==> config.mk <==
export PLATFORM = sky130hd
export DESIGN_NAME = pe_tx_engine_flat
export DESIGN_NICKNAME = d
export VERILOG_FILES = /design/src/rtl/pe_tx_engine_if.sv /design/src/rtl/pe_tx_engine.sv /design/src/flat_wrapper.sv
export SDC_FILE = /design/constraint.sdc
export NUM_CORES = 1
export LEC_CHECK = 0
export ABC_AREA = 1
export BUFFER_PORTS_ARGS = -buffer_cell sky130_fd_sc_hd__buf_2
export CORE_UTILIZATION = 40
export DETAILED_ROUTE_END_ITERATION = 6
export PLACE_DENSITY = 0.56
export SLEW_MARGIN = 40
export SYNTH_ARGS = -nofsm -noshare
export SYNTH_HDL_FRONTEND = slang
export SYNTH_SLANG_ARGS = --single-unit
==> constraint.sdc <==
create_clock -name clk -period 4.14 [get_ports clk]
set_clock_uncertainty 0.2 [all_clocks]
set_input_delay 0.207 -clock clk [delete_from_list [all_inputs] [get_ports clk]]
set_output_delay 0.207 -clock clk [all_outputs]
set_load 0.005 [all_outputs]
==> src/rtl/pe_tx_engine_if.sv <==
// pe_tx_engine_if: packet bus between the tx engine and the local router port
// Signals:
//   data_out  [31:0] engine -> router packet
//   valid_out        engine -> router packet valid
//   ready_in         router -> engine accepts data_out
//   data_r2p  [31:0] router -> engine packet
//   valid_r2p        router -> engine packet valid
// Modports: master = engine side, slave = router side.
interface pe_tx_engine_if;
  logic [31:0] data_out;
  logic [31:0] data_r2p;
  logic        valid_out;
  logic        ready_in;
  logic        valid_r2p;
  modport master (output data_out, valid_out, input ready_in, data_r2p, valid_r2p);
  modport slave (input data_out, valid_out, output ready_in, data_r2p, valid_r2p);
endinterface

==> src/rtl/pe_tx_engine.sv <==
// pe_tx_engine: source-side packet engine sending sequenced packets and servicing retrans requests
// Ports:
//   clk, rst_n             clock, async active-low reset
//   enable                 gates launch of new packets
//   dbg_mode               1: last seq 255, 0: last seq 65535
//   start                  pulse, begins a task from IDLE
//   time_stamp [7:0]       TIME field at packet load
//   bus                    router bus (master side of pe_tx_engine_if)
//   task_send_finish_flag  all normal packets transferred
//   rtx_pending [2:0]      retrans FIFO occupancy
//   drop_cnt [7:0]         discarded requests, saturating
// Packet: [2:0] dst, [5:3] src, [7:6] type, [15:8] time, [31:16] seq.
module pe_tx_engine #(
  parameter logic [2:0] MY_ID = 3'b000,
  parameter logic [2:0] TAR_ID = 3'b001,
  parameter int FIFO_DEPTH = 4
) (
  input  logic                 clk,
  input  logic                 rst_n,
  input  logic                 enable,
  input  logic                 dbg_mode,
  input  logic                 start,
  input  logic [7:0]           time_stamp,
  pe_tx_engine_if.master       bus,
  output logic                 task_send_finish_flag,
  output logic [2:0]           rtx_pending,
  output logic [7:0]           drop_cnt
);
  localparam int AW = $clog2(FIFO_DEPTH);
  localparam logic [AW:0] FULL = (AW+1)'(FIFO_DEPTH);
  typedef enum logic [1:0] {IDLE, SEND, HOLD, DONE} state_t;
  state_t        state;
  logic [16:0]   next_seq;
  logic [15:0]   mem [FIFO_DEPTH];
  logic [AW-1:0] wr_ptr, rd_ptr;
  logic [AW:0]   cnt;
  logic [12:0]   last_key;
  logic          req_hit, push, pop, more, has_rtx;
  logic [15:0]   req_seq, tx_seq;
  assign req_seq = bus.data_r2p[31:16];
  // {time,type,src} sits contiguously in [15:3]; it is the duplicate-filter key
  assign req_hit = bus.valid_r2p && bus.data_r2p[7:6] == 2'b10 && bus.data_r2p[2:0] == MY_ID &&
                   bus.data_r2p[5:3] == TAR_ID && bus.data_r2p[15:3] != last_key;
  assign has_rtx = cnt != '0;
  assign pop = state == SEND && enable && has_rtx;
  // a pop in the same cycle frees a slot for a push into a full FIFO
  assign push = req_hit && {1'b0, req_seq} < next_seq && (cnt != FULL || pop);
  assign more = next_seq <= (dbg_mode ? 17'd255 : 17'd65535);
  assign tx_seq = has_rtx ? mem[rd_ptr] : next_seq[15:0];
  assign rtx_pending = 3'(cnt);
  always_ff @(posedge clk or negedge rst_n)
    if (!rst_n) begin
      wr_ptr <= '0;
      rd_ptr <= '0;
      cnt <= '0;
      last_key <= '0;
      drop_cnt <= '0;
    end else begin
      if (req_hit) last_key <= bus.data_r2p[15:3];
      if (req_hit && !push && drop_cnt != 8'hff) drop_cnt <= drop_cnt + 8'd1;
      if (push) wr_ptr <= wr_ptr + 1'b1;
      if (pop) rd_ptr <= rd_ptr + 1'b1;
      cnt <= cnt + (AW+1)'(push) - (AW+1)'(pop);
    end
  always_ff @(posedge clk)
    if (push) mem[wr_ptr] <= req_seq;
  // HOLD always returns through SEND, so the finish decision is made in one place
  always_ff @(posedge clk or negedge rst_n)
    if (!rst_n) begin
      state <= IDLE;
      next_seq <= '0;
      bus.data_out <= '0;
      bus.valid_out <= 1'b0;
      task_send_finish_flag <= 1'b0;
    end else
      case (state)
        IDLE: if (start && enable) state <= SEND;
        SEND:
          if (enable) begin
            if (has_rtx || more) begin
              bus.data_out <= {tx_seq, time_stamp, has_rtx ? 2'b11 : 2'b01, MY_ID, TAR_ID};
              bus.valid_out <= 1'b1;
              next_seq <= next_seq + 17'(!has_rtx);
              state <= HOLD;
            end else begin
              task_send_finish_flag <= 1'b1;
              state <= DONE;
            end
          end
        HOLD:
          if (bus.ready_in) begin
            bus.valid_out <= 1'b0;
            state <= SEND;
          end
        default: if (has_rtx && enable) state <= SEND;
      endcase
endmodule

==> src/flat_wrapper.sv <==
// flat-port wrapper written by rule: the top's interface ports become plain ports
module pe_tx_engine_flat 
#(
  parameter logic [2:0] MY_ID = 3'b000,
  parameter logic [2:0] TAR_ID = 3'b001,
  parameter int FIFO_DEPTH = 4
)
  (clk, rst_n, enable, dbg_mode, start, time_stamp, task_send_finish_flag, rtx_pending, drop_cnt, bus_data_out, bus_valid_out, bus_ready_in, bus_data_r2p, bus_valid_r2p);
  pe_tx_engine_if bus_i ();
  input  logic clk;
  input  logic rst_n;
  input  logic enable;
  input  logic dbg_mode;
  input  logic start;
  input  logic [7:0] time_stamp;
  output logic task_send_finish_flag;
  output logic [2:0] rtx_pending;
  output logic [7:0] drop_cnt;
  output wire logic [$bits(bus_i.data_out)-1:0] bus_data_out;
  output wire logic [$bits(bus_i.valid_out)-1:0] bus_valid_out;
  input wire logic [$bits(bus_i.ready_in)-1:0] bus_ready_in;
  input wire logic [$bits(bus_i.data_r2p)-1:0] bus_data_r2p;
  input wire logic [$bits(bus_i.valid_r2p)-1:0] bus_valid_r2p;
  assign bus_data_out = bus_i.data_out;
  assign bus_valid_out = bus_i.valid_out;
  assign bus_i.ready_in = bus_ready_in;
  assign bus_i.data_r2p = bus_data_r2p;
  assign bus_i.valid_r2p = bus_valid_r2p;
  pe_tx_engine #(.MY_ID(MY_ID), .TAR_ID(TAR_ID), .FIFO_DEPTH(FIFO_DEPTH)) u_core (.clk(clk), .rst_n(rst_n), .enable(enable), .dbg_mode(dbg_mode), .start(start), .time_stamp(time_stamp), .bus(bus_i), .task_send_finish_flag(task_send_finish_flag), .rtx_pending(rtx_pending), .drop_cnt(drop_cnt));
endmodule
==> impl_results.md <==
* Vias in the first global route at 5,357
* Pwr dens at 510 nW/um^2
* Ys async rst share at 0.540
* CP arrival at 2890 ps
* Least-Margin Pin Slew at 721 ps
* 1st-iter DRT viols at 277
* CTS Buf Count at 17
* Most frequent cells in the layout: 228 x nand2_1, 85 x buf_2, 80 x inv_1
* CTS tree: built
* Syn Area/Cell at 8.88 sq um
* Die height at 135 microns
* Worst r2r src: u_core.state[1]
* Maximum clock frequency at 0.361 GHz
* Top_reg_cell synth: dfrtp_1
* Cells after Synth at 800
* Startpoint types: register
* Detailed Place HPWL at 10.7 mm
* CP required at 4260 ps
* Post-Syn Area at 7100 sq um
* RSZ-0062 raised after global routing: false
* Die span in x at 135 microns
* Synth Area in Compound Gates at 0.0668
* Post-synth EDFFs at 64
* Maximum fanout along the worst path at 43
* Nets at 1,001
* P&R area growth vs syn at 21.5%
* Initial antenna violation count at 0
* Post-DR wirelength/cell at 14.0 microns
* Final Util at 0.499
* FF+latch count, synth at 139
* Reg area at 3800 sq um
* Final WL at 16.2 mm
* Reg2Reg Depth at 14
* Pin count of the biggest net entering global routing at 76
* Status: finished clean
* IO Count at 92
* Final hold viol count at 0
* Ys Warns at 0
* Worst vdd ir at 0.000327 V
* Synth Area in Adders at 0.0592
* Port bufs at 86
* Min-delay worst type: in2async
* Vias per cell at 4.75
* Starting density of the core at 0.411
* Clock sink total at 139
* Synth Area in XOR/XNOR at 0.0271
* Final hold slack at 170 ps
* Pleak at 4.02 nW
* H-tree depth at 4
* Root buffer cell: clkbuf_16
* Via count at 5,507
* TNS Setup at 0 ps
* Most common cell after layout, fill and taps aside: nand2_1
* Reg2reg setup slack at 1370 ps
* Worst-path clk slew at 60 ps
* Final setup fails at 0
* DRT Pass-1 Iters at 4
* Crit Path Category: reg2reg
* Worst r2r dst: u_core.rtx_pending[1]
* Fin crit share at 0.669
* Sequential share of the synthesized area at 0.535
* Rows at 48
* Crit path to: u_core.rtx_pending[1]
* Worst-Skew Late Latency at 430 ps
* Final Wtd Congestion at 0.761
* Mux cell area share after synthesis at 0
* Overflow after GRT at 0
* Final Max Tran Viols at 0
* Core area at 17,300 sq um
* Antenna Violating Nets Remaining at 0
* DRC violations left at 0
* Layout cell share with drive strength beyond 1 at 0.147
* Antenna cells at 0
* Synth unique cells at 38
* Gr usage total at 0.193
* Simple-Gate Fraction of Synth Area at 0.240
* Multi-input gate area at 2810 sq um
* Full die area at 18,300 sq um
* Overall power at 4.40 mW
* Crit path launch: u_core.state[1]
* Filler cells at 1,661
* Global-route wire length before repair at 26.8 mm
* Post-CTS Setup Repair Bufs at 0
* Max Root-Sink Buffers at 2
* Setup crit end kind: register
* Max-slew headroom at 0.519
* # Max-Cap Violations at 0
* Final min period at 2770 ps
* Post-CTS sizing at 0
* Largest family of logic cells by synthesized area: simple AND/OR/NAND/NOR gates
[power by group]
part | switching [mW] | internal [mW] | total [mW]
Sequential | 0.145 | 1.62 | 1.76
Clock | 0.609 | 0.825 | 1.43
Combinational | 0.759 | 0.447 | 1.21
Total | 1.51 | 2.89 | 4.40
[area by class of cell]
cell class	count	share of cell area
Tap cell	225	0.0326
Clock buffer	18	0.0497
Clock inverter	14	0.0142
Multi-Input combinational cell	548	0.326
Inverter	84	0.0365
Sequential cell	139	0.440
Timing Repair Buffer	131	0.101
[synth_stat cells (all sizes together) (3+ instances only)]
master	count	area (sq um)
edfxtp	64	1920
inv	84	315
dfrtp	75	1880
xnor2	4	35.0
o21ai	59	295
xor2	18	158
o22ai	16	100
nor2	77	309
buf	19	143
nand3b	4	30.0
nand2	232	891
nor4	3	25.0
nor3	10	55.1
a21oi	9	56.3
clkbuf	14	52.6
nand4	7	43.8
ha	32	400
nand3	66	335
[what timing repair did]
item / in CTS / in global routing
endpoints found under the hold margin: 160 / 0
hold buffers: 39 / 0
endpoints found under the setup margin: 0 / 0
[worst min-delay path by stage]
stage               depth (start not counted)                       to  slack [ps]
floorplan                                   0  u_core.bus.data_out[10]        -290
global placement                            1   u_core.bus.data_out[6]         240
detailed placement                          1   u_core.bus.data_out[6]         100
CTS                                         6       u_core.last_key[4]         200
global route                                2   u_core.bus.data_out[6]         240
finish                                      2  u_core.bus.data_out[12]         170
[worst max-delay path, stage by stage (launching register included)]
cell     delay [ps]
dfrtp_1         370
inv_1            90
nand2_2          80
nor2_4           80
buf_4           430
nor2_1           80
nor2_1          110
nand2_1          90
nor2_4          160
nand3_2         160
inv_2            90
ha_1            140
inv_1            50
fa_1            470
inv_1            40
[registers in the layout, summed over array words and instances (netlist names)]
name,count
u_core.bus.data_out,26
u_core.bus.valid_out,1
u_core.drop_cnt,8
u_core.last_key,13
u_core.mem,64
u_core.next_seq,17
u_core.rd_ptr,2
u_core.rtx_pending,3
u_core.state,2
u_core.task_send_finish_flag,1
u_core.wr_ptr,2
[metal layers]
layer	track usage	wire length [microns]
met2	0.325	7760
met5	0	0
met3	0.0434	748
met1	0.239	7400
met4	0.0805	323
[cells by family after synthesis]
kind of cell	after synthesis
AO/OA/AOI/OAI	87
XOR/XNOR	22
adder cells (fa/ha/maj)	33
buffers and inverters	117
flip-flops	139
other	1
AND/OR/NAND/NOR	401
[through the flow]
step | setup slack, ps | instances | area, sq um
floorplan | 1460 | 804 | 7120
CTS | 1250 | 1159 | 8630
detailed placement | 1280 | 1088 | 7690
global placement | 1350 | 1088 | 7680
global route | 1150 | 1159 | 8630
finish | 1370 | 1159 | 8630
(Power assumes the default switching activity.)
